==> config.mk <==
export PLATFORM = sky130hd
export DESIGN_NAME = bank_htu_assoc
export DESIGN_NICKNAME = d
export VERILOG_FILES = /design/src/rtl/bank_pkg.sv /design/src/rtl/bank_htu_set_ways.sv /design/src/rtl/bank_htu_assoc.sv
export SDC_FILE = /design/constraint.sdc
export NUM_CORES = 1
export LEC_CHECK = 0
export ABC_AREA = 1
export CAP_MARGIN = 20
export CORE_UTILIZATION = 45
export CTS_CLUSTER_DIAMETER = 30
export DETAILED_ROUTE_END_ITERATION = 8
export GPL_ROUTABILITY_DRIVEN = 0
export SKIP_CTS_REPAIR_TIMING = 1
export SLEW_MARGIN = 5
export SYNTH_ARGS = -nofsm -noshare
export SYNTH_HDL_FRONTEND = slang
export SYNTH_HIERARCHICAL = 1
export SYNTH_SLANG_ARGS = --single-unit
==> constraint.sdc <==
create_clock -name clk_i -period 3.1 [get_ports clk_i]
set_input_delay 0.62 -clock clk_i [delete_from_list [all_inputs] [get_ports clk_i]]
set_output_delay 0.62 -clock clk_i [all_outputs]
set_load 0.01 [all_outputs]
==> src/rtl/bank_pkg.sv <==
// Shared opcode encoding and address-layout constants for the bank hit test unit.
package bank_pkg;

   typedef enum logic [1:0] {
      HTU_READ  = 2'd0,
      HTU_WRITE = 2'd1,
      HTU_FLUSH = 2'd2,
      HTU_NOP   = 2'd3
   } htu_op_e;

   localparam int HALF_OFF_BIT = 4;
   localparam int LINE_OFF_W   = 5;

endpackage

==> src/rtl/bank_htu_set_ways.sv <==
// One cache set: WAYS lines of {valid, tag, dirty halves} plus a round-robin replacement pointer.
module bank_htu_set_ways
   import bank_pkg::*;
#(
   parameter int WAYS  = 2,
   parameter int TAG_W = 22,
   parameter int WAY_W = 1
) (
   input  logic              clk_i,
   input  logic              rst_i,
   input  logic              upd_i,
   input  htu_op_e           op_i,
   input  logic              offset_i,
   input  logic [TAG_W-1:0]  tag_i,
   output logic [WAYS-1:0]   hit_vec_o,
   output logic [WAY_W-1:0]  sel_way_o,
   output logic              sel_valid_o,
   output logic [TAG_W-1:0]  sel_tag_o,
   output logic [1:0]        sel_dirty_o
);

   logic [WAYS-1:0]  valid_q, valid_d;
   logic [TAG_W-1:0] tag_q   [WAYS];
   logic [TAG_W-1:0] tag_d   [WAYS];
   logic [1:0]       dirty_q [WAYS];
   logic [1:0]       dirty_d [WAYS];
   logic [WAY_W-1:0] rr_q, rr_d;

   logic             hit;
   logic             any_inv;
   logic [WAY_W-1:0] hit_way;
   logic [WAY_W-1:0] inv_way;
   logic [WAY_W-1:0] sel_way;
   logic [1:0]       off_mask;

   // Descending scan so the lowest-index invalid way wins.
   always_comb begin
      hit_vec_o = '0;
      hit_way   = '0;
      inv_way   = '0;
      any_inv   = 1'b0;
      for (int w = WAYS - 1; w >= 0; w--) begin
         hit_vec_o[w] = valid_q[w] && (tag_q[w] == tag_i);
         if (hit_vec_o[w]) hit_way = WAY_W'(w);
         if (!valid_q[w]) begin
            any_inv = 1'b1;
            inv_way = WAY_W'(w);
         end
      end
      hit     = |hit_vec_o;
      sel_way = hit ? hit_way : (any_inv ? inv_way : rr_q);
   end

   assign off_mask    = offset_i ? 2'b10 : 2'b01;
   assign sel_way_o   = sel_way;
   assign sel_valid_o = valid_q[sel_way];
   assign sel_tag_o   = tag_q[sel_way];
   assign sel_dirty_o = dirty_q[sel_way];

   always_comb begin
      valid_d = valid_q;
      tag_d   = tag_q;
      dirty_d = dirty_q;
      rr_d    = rr_q;
      if (upd_i) begin
         case (op_i)
            HTU_READ, HTU_WRITE: begin
               if (hit) begin
                  if (op_i == HTU_WRITE) dirty_d[sel_way] = dirty_q[sel_way] | off_mask;
               end else begin
                  valid_d[sel_way] = 1'b1;
                  tag_d[sel_way]   = tag_i;
                  dirty_d[sel_way] = (op_i == HTU_WRITE) ? off_mask : 2'b00;
                  // Pointer only advances when a valid line was displaced.
                  if (!any_inv) rr_d = rr_q + WAY_W'(1);
               end
            end
            HTU_FLUSH: begin
               if (hit) begin
                  valid_d[sel_way] = 1'b0;
                  dirty_d[sel_way] = 2'b00;
               end
            end
            default: ;
         endcase
      end
   end

   always_ff @(posedge clk_i or negedge rst_i) begin
      if (!rst_i) begin
         valid_q <= '0;
         rr_q    <= '0;
         for (int w = 0; w < WAYS; w++) dirty_q[w] <= 2'b00;
      end else begin
         valid_q <= valid_d;
         rr_q    <= rr_d;
         dirty_q <= dirty_d;
      end
   end

   // Tags are qualified by valid, so they need no reset.
   always_ff @(posedge clk_i) begin
      tag_q <= tag_d;
   end

endmodule

==> src/rtl/bank_htu_assoc.sv <==
// Set-associative hit test unit for one cache bank: lookup, allocate-on-miss, registered result.
module bank_htu_assoc
   import bank_pkg::*;
#(
   parameter int ADDR_W = 32,
   parameter int SET_W  = 3,
   parameter int BANK_W = 2,
   parameter int WAYS   = 2,
   parameter int CH_W   = 2,
   parameter int WBUF_W = 8,
   localparam int NUM_SETS = 2 ** SET_W,
   localparam int WAY_W    = $clog2(WAYS),
   localparam int TAG_W    = ADDR_W - 5 - SET_W - BANK_W
) (
   input  logic              clk_i,
   input  logic              rst_i,
   input  logic              xbar_bank_htu_valid_i,
   output logic              xbar_bank_htu_ready_o,
   input  logic [CH_W-1:0]   xbar_bank_htu_ch_id_i,
   input  logic [1:0]        xbar_bank_htu_opcode_i,
   input  logic [ADDR_W-5:0] xbar_bank_htu_addr_i,
   input  logic [WBUF_W-1:0] xbar_bank_htu_wbuffer_id_i,
   output logic              htu_rsp_valid_o,
   input  logic              htu_rsp_ready_i,
   output logic [CH_W-1:0]   htu_rsp_ch_id_o,
   output logic [1:0]        htu_rsp_opcode_o,
   output logic [WBUF_W-1:0] htu_rsp_wbuffer_id_o,
   output logic [SET_W-1:0]  htu_rsp_set_o,
   output logic              htu_rsp_offset_o,
   output logic              htu_rsp_hit_o,
   output logic [WAY_W-1:0]  htu_rsp_way_o,
   output logic              htu_rsp_victim_valid_o,
   output logic [TAG_W-1:0]  htu_rsp_victim_tag_o,
   output logic [1:0]        htu_rsp_victim_dirty_o
);

   // The address port starts at bit 4, so every field index is shifted down by 4.
   logic [SET_W-1:0]  set_idx;
   logic              offset;
   logic [TAG_W-1:0]  tag;
   logic [BANK_W-1:0] unused_bank_bits;
   htu_op_e           op;
   logic              fire;

   assign offset           = xbar_bank_htu_addr_i[HALF_OFF_BIT - 4];
   assign set_idx          = xbar_bank_htu_addr_i[LINE_OFF_W - 4 +: SET_W];
   assign unused_bank_bits = xbar_bank_htu_addr_i[LINE_OFF_W - 4 + SET_W +: BANK_W];
   assign tag              = xbar_bank_htu_addr_i[ADDR_W - 5 -: TAG_W];
   assign op               = htu_op_e'(xbar_bank_htu_opcode_i);

   assign xbar_bank_htu_ready_o = !htu_rsp_valid_o || htu_rsp_ready_i;
   assign fire                  = xbar_bank_htu_valid_i && xbar_bank_htu_ready_o;

   logic [WAYS-1:0]  set_hit_vec   [NUM_SETS];
   logic [WAY_W-1:0] set_sel_way   [NUM_SETS];
   logic             set_sel_valid [NUM_SETS];
   logic [TAG_W-1:0] set_sel_tag   [NUM_SETS];
   logic [1:0]       set_sel_dirty [NUM_SETS];

   for (genvar g = 0; g < NUM_SETS; g++) begin : g_set
      bank_htu_set_ways #(
         .WAYS  (WAYS),
         .TAG_W (TAG_W),
         .WAY_W (WAY_W)
      ) u_set (
         .clk_i       (clk_i),
         .rst_i       (rst_i),
         .upd_i       (fire && (set_idx == SET_W'(g))),
         .op_i        (op),
         .offset_i    (offset),
         .tag_i       (tag),
         .hit_vec_o   (set_hit_vec[g]),
         .sel_way_o   (set_sel_way[g]),
         .sel_valid_o (set_sel_valid[g]),
         .sel_tag_o   (set_sel_tag[g]),
         .sel_dirty_o (set_sel_dirty[g])
      );
   end

   logic             hit_d;
   logic [WAY_W-1:0] way_d;
   logic             vic_valid_d;
   logic [TAG_W-1:0] vic_tag_d;
   logic [1:0]       vic_dirty_d;
   logic             rsp_valid_d;

   // Victim fields are forced to zero when no line is displaced.
   always_comb begin
      hit_d       = 1'b0;
      way_d       = '0;
      vic_valid_d = 1'b0;
      vic_tag_d   = '0;
      vic_dirty_d = 2'b00;
      case (op)
         HTU_READ, HTU_WRITE: begin
            hit_d       = |set_hit_vec[set_idx];
            way_d       = set_sel_way[set_idx];
            vic_valid_d = !hit_d && set_sel_valid[set_idx];
         end
         HTU_FLUSH: begin
            hit_d       = |set_hit_vec[set_idx];
            way_d       = set_sel_way[set_idx];
            vic_valid_d = hit_d;
         end
         default: ;
      endcase
      if (vic_valid_d) begin
         vic_tag_d   = set_sel_tag[set_idx];
         vic_dirty_d = set_sel_dirty[set_idx];
      end
   end

   assign rsp_valid_d = fire ? 1'b1 : (htu_rsp_ready_i ? 1'b0 : htu_rsp_valid_o);

   always_ff @(posedge clk_i or negedge rst_i) begin
      if (!rst_i) begin
         htu_rsp_valid_o        <= 1'b0;
         htu_rsp_ch_id_o        <= '0;
         htu_rsp_opcode_o       <= '0;
         htu_rsp_wbuffer_id_o   <= '0;
         htu_rsp_set_o          <= '0;
         htu_rsp_offset_o       <= 1'b0;
         htu_rsp_hit_o          <= 1'b0;
         htu_rsp_way_o          <= '0;
         htu_rsp_victim_valid_o <= 1'b0;
         htu_rsp_victim_tag_o   <= '0;
         htu_rsp_victim_dirty_o <= 2'b00;
      end else begin
         htu_rsp_valid_o <= rsp_valid_d;
         if (fire) begin
            htu_rsp_ch_id_o        <= xbar_bank_htu_ch_id_i;
            htu_rsp_opcode_o       <= xbar_bank_htu_opcode_i;
            htu_rsp_wbuffer_id_o   <= xbar_bank_htu_wbuffer_id_i;
            htu_rsp_set_o          <= set_idx;
            htu_rsp_offset_o       <= offset;
            htu_rsp_hit_o          <= hit_d;
            htu_rsp_way_o          <= way_d;
            htu_rsp_victim_valid_o <= vic_valid_d;
            htu_rsp_victim_tag_o   <= vic_tag_d;
            htu_rsp_victim_dirty_o <= vic_dirty_d;
         end
      end
   end

endmodule

Yosys cells after proc, flatten, opt, wreduce, memory -nomap -nowiden
Cells that the tools add are included.

Register bits after elaboration: 452. Input bits: 44. Output and inout bits: 45. Logic and storage cells: 586.

$add $sub $neg: 8. Magnitude comparators: 33. Equality and inequality tests: 49. Mux-type cells: 272. Bitwise logic cells: 73. Reduce and logical (&&, ||, !) cells: 92.

Operators with widths (count): 2-to-1 mux 22 bit (35); bitwise mux 44 bit (8); equality test 22 bit (16); demux 22 bit (select 1 bit) (8); 2-to-1 mux 2 bit (55); 2-to-1 mux 4 bit (24); AND reduction 4 bit (24); 2-to-1 mux 1 bit (88); binary-select mux 22 bit (select 3 bit) (1); bitwise mux 4 bit (16); one-hot mux 4 bit (2 select lines) (8); logical AND 1 bit (42); AND 4 bit (8); inverter 4 bit (8); bitwise OR 2 bit (16); one-hot mux 2 bit (2 select lines) (8); inequality test 3 bit, second input constant (8); AND reduction 3 bit (8); OR reduction 2 bit (10); AND 2 bit (8); demux 2 bit (select 1 bit) (8); >= comparator 2 bit, second input constant (8); < comparator 1 x 2 -> 1 bit, second input constant (8); < comparator 2 x 1 -> 1 bit, second input constant (8); other kinds (24) (96).

Depth between registers and ports, before layout
Depth after elaboration: 14. Gate-level depth with buffers: 23. Gate-level depth less buffers: 21.

Hierarchy
The synthesis kept the hierarchy.

Modules (own cells, without submodules): bank_htu_set_ways (times used 8, cells each 390, area an instance 2957.8 µm², sequential area each 1496.4 µm²); bank_htu_assoc (times used 1, cells each 614, area an instance 3739.8 µm², sequential area each 1101.1 µm²).

Worst setup path before layout
OpenSTA, ideal clock, no wires.

Kind: in2reg. From: input port xbar_bank_htu_addr_i[3]. To: register g_set[4].u_set/tag_q[0] (netlist name) (enable). Library setup time: 401 ps. Arrival: 2779 ps. Required time: 2699 ps. Path slack: -80 ps. Stages: 8. Buffers on the path: 2. Cell sequence: clkbuf_1 clkbuf_1 nand2_1 nor2_1 nand2_1 nor2_1 inv_2 nor2_1.

Word-level cells in the longest chain between the ends: 3.

Ends and longest elaborated chain: start: declaration (line bank_htu_assoc.sv:21) `input logic [ADDR_W-5:0] xbar_bank_htu_addr_i,`; equality test 3 bit (line bank_htu_assoc.sv:68) `.upd_i (fire && (set_idx == SET_W'(g))),`; logical AND 1 bit (line bank_htu_assoc.sv:68); AND reduction 3 bit (no source line); end signal: assignment (line bank_htu_set_ways.sv:103) `tag_q <= tag_d;`; end: declaration (line bank_htu_set_ways.sv:23) `logic [TAG_W-1:0] tag_q [WAYS];`.

Every way passes these cells. A chain may end at the register's enable or synchronous reset.

==> summary.md <==
| Metric | Value |
|---|---|
| Drt wl/cell | 18.0 µm |
| Total power | 0.0250 W |
| Max Cap Viol | 0 |
| Setup Viol. Count Final | 0 |
| Number of global-route vias before repair | 23690 |
| Area delta synth->final | 32.9% |
| Fillers | 5296 |
| CTS Buf Count | 131 |
| Max Freq | 334 MHz |
| Routed via count | 25221 |
| Clock buffer depth | 3 |
| Mapped Cells | 3734 |
| Ys Warns | 6 |
| H-tree Lvls | 4 |
| Critical path peak fanout | 13 |
| Root Buffer | clkbuf_16 |
| Unique masters post-synth | 28 |
| Diodes inserted | 0 |
| DR pass1 iterations | 6 |
| DIE HEIGHT | 249 µm |
| CTS Sinks | 452 |
| Via-to-Cell Ratio | 4.97 |
| # IOs | 89 |
| P_leak | 18.0 nW |
| RSZ-0062 raised after global routing | false |
| CP top delay family | simple AND/OR/NAND/NOR gates |
| Startpoint Class | input port |
| Main synth FF type | edfxtp_1 |
| Rel. slew slack | 57.6% |
| Most frequent cells in the layout | nand2_1, inv_1, nor2_1 |
| DRC errors left | 0 |
| Initial Util | 45.5% |
| Flops & latches, synth | 452 |
| Fin. Hold Viols | 0 |
| Worst EP arrival | 3.58 ns |
| Outcome | completed |
| CP peak stage delay | 0.52 ns |
| Max-slew violations | 0 |
| HPWL Detailed | 67500 µm |
| Core Area | 60200 µm² |
| Number of synthesized flops with an enable pin | 352 |
| Gr usage total | 30.0% |
| Final Skew | 0.0333 ns |
| Clock insertion delay at the later pin of the skew report | 0.71 ns |
| Final period util | 96.5% |
| CP Capture Type | flip-flop |
| Register area | 13100 µm² |
| Hold WC Path Type | input port to flip-flop |
| Area after DPL | 31800 µm² |
| Mean Syn Cell Area | 7.34 µm² |
| DR iter-0 viols | 2657 |
| Post-synthesis sequential area ratio | 47.7% |
| Number of nets still failing antenna checks after routing | 0 |
| Synth Net Count | 3778 |
| Crit path top cell by count | nand2_1 |
| I/O Buffers | 86 |
| Design Area, Final | 36400 µm² |
| Commonest non-fill, non-tap cell in the layout | nand2_1 |
| WHS | 0.246 ns |
| CP cell instances | clkdlybuf4s50_1 > buf_12 > buf_4 > inv_1 > nand2_1 > nand2_1 > nor2_1 > nand2_1 > nor2_2 > nand3_2 > nand2_2 > nand2_4 > buf_12 > buf_4 > nand2_1 > o21ai_0 > or2_2 > nand4_1 > nand2_1 > nand4_1 > nand2_1 |
| Largest net degree at the start of global routing | 49 |
| Final wirelength | 91500 µm |
| Die ar. | 61900 µm² |
| Share of layout cells above drive strength 1 | 18.5% |
| Initial antenna violation count | 0 |
| CTS tree | yes |
| Area of the multi-input gates | 11400 µm² |
| Site Rows | 90 |
| Worst vdd ir | 0.486 mV |
| Worst Path Required | 3.69 ns |
| Fin nets | 4234 |
| Die W | 249 µm |
| Clk pin slew, worst setup/hold paths | 0.05 ns |
| Min Tclk post-route | 2.99 ns |
| Worst slew pin tran | 0.629 ns |
| Cell Pwr Density | 687 nW/µm² |
| First-pass GRT wire length | 139000 µm |
| Worst path bufs/invs | 6 |
| Setup CP Type | input port to flip-flop |
| Slowest CP cell | clkdlybuf4s50_1 |
| Mapped Area | 27400 µm² |
| Grt total ovfl | 0 |
| Asr flop ratio synth | 22.1% |
-- metrics by stage --
stage | instances | util, % | setup slack, ns | TNS (ns)
after detailed placement | 4837 | 52.9 | -0.567 | -39.17
after global placement | 4837 | 52.9 | -0.604 | -34.74
final | 5079 | 60.5 | 0.109 | 0
after CTS | 5077 | 60.4 | 0.154 | 0
after global routing | 5079 | 60.5 | 0.0155 | 0
after floorplan | 3734 | - | 0.283 | 0
-- state kept, by name, summed over array words and instances (netlist names), named ones only --
signal / flops
g_set.u_set/tag_q: 352
htu_rsp_set_o: 3
htu_rsp_hit_o: 1
htu_rsp_offset_o: 1
htu_rsp_opcode_o: 2
g_set.u_set/dirty_q: 32
htu_rsp_victim_tag_o: 22
htu_rsp_victim_valid_o: 1
htu_rsp_victim_dirty_o: 2
htu_rsp_ch_id_o: 2
htu_rsp_valid_o: 1
htu_rsp_way_o: 1
htu_rsp_wbuffer_id_o: 8
g_set.u_set/rr_q: 8
-- cell usage after synthesis (34+ instances only) --
cell | instances | share of area (%)
o21ai_1 | 72 | 1.3
nor2_1 | 369 | 5.1
inv_2 | 42 | 0.58
nand2_1 | 1515 | 21
edfxtp_1 | 352 | 39
or2_2 | 66 | 1.5
inv_1 | 572 | 7.8
nand4_1 | 56 | 1.3
nand3_1 | 76 | 1.4
nor2_2 | 48 | 1.1
o21ai_0 | 202 | 3.7
nand2_2 | 34 | 0.78
dfrtp_1 | 100 | 9.1
buf_6 | 34 | 1.4
xnor2_1 | 40 | 1.3
-- where the power goes --
| group | switching (W) | internal, W | leakage (nW) | total (W) |
|---|---|---|---|---|
| Sequential | 0.000210 | 0.00680 | 4.49 | 0.00701 |
| Combinational | 0.00267 | 0.00172 | 11.3 | 0.00439 |
| Clock | 0.00401 | 0.00959 | 2.21 | 0.0136 |
| Total | 0.00689 | 0.0181 | 18.0 | 0.0250 |
-- worst reg2reg max path, stage by stage (launching register included) --
cell      delay, ns
edfxtp_1       0.38
nand2_1        0.09
nand2_1        0.05
nor2_1         0.13
nand2_1        0.07
nor2_1         0.19
nand3_2        0.19
nand2_2        0.14
nand2_4        0.08
buf_12         0.17
o21ai_0        0.30
nor2_1         0.13
nor2_1         0.25
o211ai_1       0.19
nand2_1        0.09
nand4_1        0.17
nand2_1        0.10
-- layer usage --
metal  vias up  track usage (%)  part of all wire, %
met2      1004             43.8                   43
met1     11530             43.0                   45
met3       170             5.95                  8.9
li1      12517                -                    -
met5         -                0                    0
met4         0             13.1                  3.7
-- layout make-up --
| cell class | instances | share of cell area, % |
|---|---|---|
| timing repair buffer | 403 | 11.1 |
| inverter | 622 | 6.52 |
| multi-input combinational | 2580 | 31.4 |
| tap | 782 | 2.69 |
| clock buffer | 172 | 10.1 |
| sequential | 452 | 35.9 |
| clock inverter | 68 | 2.32 |
-- final timing paths --
path	to	slack, ns	depth (start not counted)	from
worst min-delay path	g_set[3].u_set/tag_q[5]	0.25	1	xbar_bank_htu_addr_i[11]
min in group asynchronous	htu_rsp_victim_tag_o[12]	0.46	2	rst_i
worst max register to register	htu_rsp_victim_tag_o[3]	0.31	16	g_set[3].u_set/tag_q[0]
worst max-delay path	htu_rsp_victim_tag_o[16]	0.11	21	xbar_bank_htu_addr_i[10]
worst min register to register	g_set[3].u_set/rr_q	0.47	1	g_set[3].u_set/rr_q
max in group asynchronous	htu_rsp_victim_tag_o[18]	1.90	3	rst_i
-- cells by family after synthesis --
logic type / after synthesis / share of synthesized area [%]
xor+xnor: 40 / 1.28
flops: 452 / 47.7
buf+inv: 702 / 10.8
simple gates: 2245 / 34.7
compound gates: 295 / 5.56
No activity file was read; power rests on OpenSTA's default activity.
